## config.mk

```make
export PLATFORM = sky130hd
export DESIGN_NAME = gray_ts_sched
export DESIGN_NICKNAME = d
export VERILOG_FILES = /design/src/rtl/gray_ts_sched.sv
export SDC_FILE = /design/constraint.sdc
export NUM_CORES = 1
export LEC_CHECK = 0
export ABC_AREA = 1
export CORE_MARGIN = 2
export CORE_UTILIZATION = 47
export CTS_CLUSTER_SIZE = 10
export DETAILED_ROUTE_END_ITERATION = 10
export PLACE_DENSITY = 0.66
export RECOVER_POWER = 50
export SLEW_MARGIN = 20
export SYNTH_ARGS = -nofsm -noshare
export SYNTH_HDL_FRONTEND = slang
export SYNTH_SLANG_ARGS = --single-unit
```

## constraint.sdc

```tcl
create_clock -name clk -period 3.33 [get_ports clk]
set_input_delay 0.333 -clock clk [delete_from_list [all_inputs] [get_ports clk]]
set_output_delay 0.333 -clock clk [all_outputs]
set_load 0.05 [all_outputs]
```

## src/rtl/gray_ts_sched.sv

```systemverilog
// gray_ts_sched: runs the gray counter arm/run/stop sequence, round-robin grants one channel per cycle, queues {epoch, ch_id, gray} stamps.
// Latency: a stamp is on ts_data the cycle after selection; ch_ack is registered and appears in that same cycle.
// Backpressure: ts_ready stalls the FWFT FIFO; a full FIFO with no pop blocks grants and sets the sticky ovf flag.
module gray_ts_sched #(
  parameter int  N_CH       = 4,
  parameter int  CNT_W      = 16,
  parameter int  EPOCH_W    = 8,
  parameter int  FIFO_DEPTH = 4,
  parameter int  ARM_CYC    = 2,
  localparam int CH_W       = (N_CH > 1) ? $clog2(N_CH) : 1,
  localparam int TS_W       = EPOCH_W + CH_W + CNT_W
) (
  input  logic             clk,
  input  logic             reset,
  input  logic             start,
  input  logic             stop,
  input  logic [CNT_W-1:0] gray_in,
  output logic             cnt_rstb,
  input  logic [N_CH-1:0]  ch_req,
  output logic [N_CH-1:0]  ch_ack,
  output logic [TS_W-1:0]  ts_data,
  output logic             ts_valid,
  input  logic             ts_ready,
  output logic             busy,
  output logic             ovf
);

  // FIFO_DEPTH is a power of two, at least 2; pointers carry one extra wrap bit.
  localparam int PW = (FIFO_DEPTH > 1) ? $clog2(FIFO_DEPTH) : 1;
  localparam int AW = $clog2(ARM_CYC + 1);

  localparam logic [1:0] S_IDLE  = 2'd0;
  localparam logic [1:0] S_ARM   = 2'd1;
  localparam logic [1:0] S_RUN   = 2'd2;
  localparam logic [1:0] S_DRAIN = 2'd3;

  logic [1:0]         state_q, state_d;
  logic [AW-1:0]      arm_cnt_q, arm_cnt_d;
  logic               cnt_rstb_q;
  logic [CH_W-1:0]    rr_ptr_q, rr_ptr_d;
  logic [N_CH-1:0]    ack_q, ack_d;
  logic               ovf_q, ovf_d;
  logic               msb_q;
  logic [EPOCH_W-1:0] epoch_q, epoch_d, epoch_now;
  logic [TS_W-1:0]    mem_q [FIFO_DEPTH];
  logic [PW:0]        wr_ptr_q, rd_ptr_q;

  logic               empty, full, pop, push, space, tracking, wrap, start_ok;
  logic [N_CH-1:0]    req_m, req_rot;
  logic [2*N_CH-1:0]  req_dbl;
  logic               gnt_found;
  logic [CH_W-1:0]    gnt_idx;
  logic [CH_W:0]      idx_sum;

  assign empty     = (wr_ptr_q == rd_ptr_q);
  assign full      = (wr_ptr_q == {~rd_ptr_q[PW], rd_ptr_q[PW-1:0]});
  assign pop       = ~empty & ts_ready;
  // A full FIFO still accepts a push when the head leaves in the same cycle.
  assign space     = ~full | pop;
  assign tracking  = (state_q == S_RUN) | (state_q == S_DRAIN);
  assign wrap      = tracking & msb_q & ~gray_in[CNT_W-1];
  // A stamp taken in the wrap cycle must already carry the incremented epoch.
  assign epoch_now = epoch_q + EPOCH_W'(wrap);
  assign push      = (state_q == S_RUN) & ~stop & gnt_found & space;
  assign start_ok  = (state_q == S_IDLE) & start;

  // Round-robin pick: rotate the masked requests so rr_ptr sits at bit 0, take the lowest set bit.
  always_comb begin
    req_m     = ch_req & ~ack_q;
    req_dbl   = {req_m, req_m} >> rr_ptr_q;
    req_rot   = req_dbl[N_CH-1:0];
    gnt_found = 1'b0;
    idx_sum   = '0;
    for (int k = N_CH - 1; k >= 0; k--) begin
      if (req_rot[k]) begin
        gnt_found = 1'b1;
        idx_sum   = {1'b0, rr_ptr_q} + (CH_W+1)'(k);
      end
    end
    if (idx_sum >= (CH_W+1)'(N_CH)) begin
      idx_sum = idx_sum - (CH_W+1)'(N_CH);
    end
    gnt_idx = idx_sum[CH_W-1:0];
  end

  // Sequencer: IDLE -> ARM (counter held in reset) -> RUN -> DRAIN -> IDLE.
  always_comb begin
    state_d   = state_q;
    arm_cnt_d = arm_cnt_q;
    case (state_q)
      S_IDLE: begin
        if (start) begin
          state_d   = S_ARM;
          arm_cnt_d = '0;
        end
      end
      S_ARM: begin
        if (stop) begin
          state_d = S_IDLE;
        end else if (arm_cnt_q == AW'(ARM_CYC - 1)) begin
          state_d = S_RUN;
        end else begin
          arm_cnt_d = arm_cnt_q + AW'(1);
        end
      end
      S_RUN: begin
        if (stop) begin
          state_d = S_DRAIN;
        end
      end
      S_DRAIN: begin
        if (empty) begin
          state_d = S_IDLE;
        end
      end
      default: state_d = S_IDLE;
    endcase
  end

  // Grant, round-robin pointer, sticky overflow and epoch next-state.
  always_comb begin
    ack_d    = push ? (N_CH'(1) << gnt_idx) : '0;
    rr_ptr_d = rr_ptr_q;
    if (start_ok) begin
      rr_ptr_d = '0;
    end else if (push) begin
      rr_ptr_d = (gnt_idx == CH_W'(N_CH - 1)) ? '0 : gnt_idx + CH_W'(1);
    end
    ovf_d   = start_ok ? 1'b0 : (ovf_q | ((state_q == S_RUN) & (|req_m) & ~space));
    epoch_d = start_ok ? '0 : (tracking ? epoch_now : epoch_q);
  end

  // Control and status registers; async reset forces every output to idle values.
  always_ff @(posedge clk or negedge reset) begin
    if (!reset) begin
      state_q    <= S_IDLE;
      arm_cnt_q  <= '0;
      cnt_rstb_q <= 1'b0;
      rr_ptr_q   <= '0;
      ack_q      <= '0;
      ovf_q      <= 1'b0;
      msb_q      <= 1'b0;
      epoch_q    <= '0;
      wr_ptr_q   <= '0;
      rd_ptr_q   <= '0;
    end else begin
      state_q    <= state_d;
      arm_cnt_q  <= arm_cnt_d;
      cnt_rstb_q <= (state_d == S_RUN) | (state_d == S_DRAIN);
      rr_ptr_q   <= rr_ptr_d;
      ack_q      <= ack_d;
      ovf_q      <= ovf_d;
      msb_q      <= gray_in[CNT_W-1];
      epoch_q    <= epoch_d;
      if (push) wr_ptr_q <= wr_ptr_q + (PW+1)'(1);
      if (pop)  rd_ptr_q <= rd_ptr_q + (PW+1)'(1);
    end
  end

  // Stamp storage; the raw gray value is stored unconverted.
  always_ff @(posedge clk) begin
    if (push) mem_q[wr_ptr_q[PW-1:0]] <= {epoch_now, gnt_idx, gray_in};
  end

  assign cnt_rstb = cnt_rstb_q;
  assign ch_ack   = ack_q;
  assign ts_valid = ~empty;
  assign ts_data  = empty ? '0 : mem_q[rd_ptr_q[PW-1:0]];
  assign busy     = (state_q != S_IDLE);
  assign ovf      = ovf_q;

endmodule

```

==> results.json <==
{
  "seq_area_frac_synth": 0.668,
  "track_usage": 0.192,
  "path_class": "flip-flop to output pin",
  "hp-class": "flip-flop to flip-flop",
  "worstHoldStart": "epoch_q[7]",
  "drive_above_1_share": 0.135,
  "crit_path_max_fanout": 16,
  "core_sq_um": 11900,
  "slowest_delay_ns": 0.55,
  "clock_latency_ns": 0.41,
  "die_y_um": 114,
  "async_flop_share": 0.206,
  "maxCapViolCount": 1,
  "routedWlPerCell_um": 15.7,
  "start_util": 0.477,
  "syn_nets": 556,
  "grt_max_degree": 54,
  "via_count": 3943,
  "clk_pin_slew_worst_paths_ns": 0.05,
  "synthesis.area_sq_um": 5680,
  "critPathLaunchType": "flip-flop",
  "htree_levels": 4,
  "vias_per_cell": 5.29,
  "synth_ff_type": "edfxtp_1",
  "violations": "max-capacitance violations, max-slew violations",
  "ctsHoldBuffers": 0,
  "fin_crit_sh": 0.824,
  "final-seq-area_sq_um": 3800,
  "avgSynthCellArea_sq_um": 10.9,
  "grt_pass1_vias": 3791,
  "top_layer_used": "met4",
  "wl_met3_um": 596,
  "crit_required_ns": 3.00,
  "yosys_register_bits": 131,
  "ctsRootBufferMaster": "clkbuf_16",
  "dr.pass1.iters": 4,
  "antenna_found_initial": 0,
  "rsz0062_at_grt": "no",
  "status": "finished, violations left",
  "drt_iter0_markers": 434,
  "reg2reg_slack_ns": 0.87,
  "skew_ns": 0.00616,
  "multi_input_area_sq_um": 1530,
  "clk_path_buf_depth": 2,
  "synth_cells": 519,
  "finalSetupViolCount": 0,
  "rows": 40,
  "met2_length_um": 5700,
  "r2r-start": "wr_ptr_q[0]",
  "grt_pass1_wl_um": 18700,
  "crit_chain": "inv_1 -> nand2_1 -> nand4_1 -> or2_1 -> buf_4 -> nand2_1 -> inv_1 -> buf_12",
  "ys.warnings.count": 0,
  "gp_congestion": 0.825,
  "cp_slowest_cell": "or2_1",
  "grt_remaining_overflow": 0,
  "insertedDiodeCount": 0,
  "end_kind": "output pin",
  "num-fill-cells": 946,
  "io_pins": 59,
  "finalHoldViolCount": 0,
  "drc": 0,
  "arrival_ns": 2.41,
  "port_buffers": 58,
  "cts_setup_buffers": 0,
  "wl_met1_um": 5290,
  "drtAntennaViolNets": 0,
  "routed_wl_um": 11700,
  "yosysUniqueCellTypes": 27,
  "postCtsResizedCells": 0,
  "max_freq_mhz": 365,
  "tightest_slew_ns": 1.54,
  "fin_crit_ns": 2.74,
  "slew_violations": 28,
  "clock-sinks": 131,
  "syn_to_final_growth_pct": 25.7,
  "timing.slew.headroom": -0.0245,
  "finalSetupTns_ns": 0,
  "cts_tree": "done",
  "layout_commonest_cell": "edfxtp_1",
  "layout_common_cells": "104 x edfxtp_1, 75 x nand2_1, 73 x nor2_1, 61 x o21ai_0, 52 x inv_1",
  "die_w_um": 114,
  "finalNetCount": 622,
  "synth_edf_count": 104,
  "detailed_place_hpwl_um": 6850,
  "startpoint": "wr_ptr_q[0]",
  "die_area_sq_um": 13000,
  "cts_made_buffers": 17
}
==> stage by stage <==
step	utilization	setup WS, ns	instance area (sq um)	hold WS, ns	cells
2_1_floorplan	-	0.582	5680	0.0374	519
6_report	0.600	0.587	7140	0.502	745
5_1_grt	0.600	0.356	7140	0.523	745
3_3_place_gp	0.552	0.910	6570	0.484	713
3_5_place_dp	0.552	0.873	6570	0.491	713
4_1_cts	0.601	0.501	7160	0.292	745
==> critical path: cells and delay by family (launching register included) <==
| kind | cells | cell delay [ns] |
|---|---|---|
| flip-flops | 1 | 0.44 |
| buffers and inverters | 4 | 0.72 |
| AND/OR/NAND/NOR | 4 | 0.83 |
==> cell usage after synthesis, types with 2 or more instances <==
library cell,count,share of area
nand2_1,75,0.050
a21oi_1,2,0.0018
ha_1,12,0.026
xnor2_1,4,0.0062
nor2_1,75,0.050
clkbuf_1,14,0.0092
dfrtp_1,27,0.12
nor3_1,2,0.0018
o22ai_1,27,0.030
buf_4,4,0.0053
nand4_1,3,0.0033
inv_2,12,0.0079
o21ai_0,61,0.054
xor2_1,8,0.012
a22o_1,3,0.0046
nand3b_1,3,0.0040
inv_1,51,0.034
buf_6,2,0.0040
nand3_1,23,0.020
edfxtp_1,104,0.55
==> logic make-up (layout without fill, tap and decap cells) <==
family,Yosys count,after routing,synth area share
buf+inv,85,164,0.0616
xor+xnor,12,12,0.0185
compound gates,96,96,0.0936
simple gates,183,183,0.131
fa+ha+maj,12,12,0.0264
flops,131,131,0.668
==> flip-flops by register name (all words and copies together), names as in the netlist <==
| signal | flops |
|---|---|
| ch_ack | 4 |
| rd_ptr_q | 3 |
| epoch_q | 8 |
| wr_ptr_q | 3 |
| ovf | 1 |
| state_q | 2 |
| msb_q | 1 |
| rr_ptr_q | 2 |
| mem_q | 104 |
| arm_cnt_q | 2 |
| cnt_rstb | 1 |
==> metal layers <==
layer | GRT usage | vias to the layer above
li1 | - | 1899
met1 | 0.246 | 1915
met2 | 0.309 | 119
met3 | 0.0643 | 10
met4 | 0.0626 | 0
met5 | 0 | -
==> layout make-up <==
| type | instances | area share |
|---|---|---|
| Clock inverter | 10 | 0.0147 |
| Multi-Input combinational cell | 303 | 0.215 |
| Sequential cell | 131 | 0.532 |
| Timing Repair Buffer | 69 | 0.112 |
| Clock buffer | 22 | 0.0678 |
| Tap cell | 147 | 0.0257 |
| Inverter | 63 | 0.0331 |
==> final timing paths <==
kind	to	cells past startpoint
max	ts_data[15]	8
min	epoch_q[7]	2
max reg2reg	mem_q[2][5]	8
min reg2reg	epoch_q[7]	2
max in group asynchronous	arm_cnt_q[0]	2
min in group asynchronous	ch_ack[2]	2
Power is left out: the tool's default activity adds up to more than one toggle a clock period on the data nets, which glitch-free logic cannot reach.
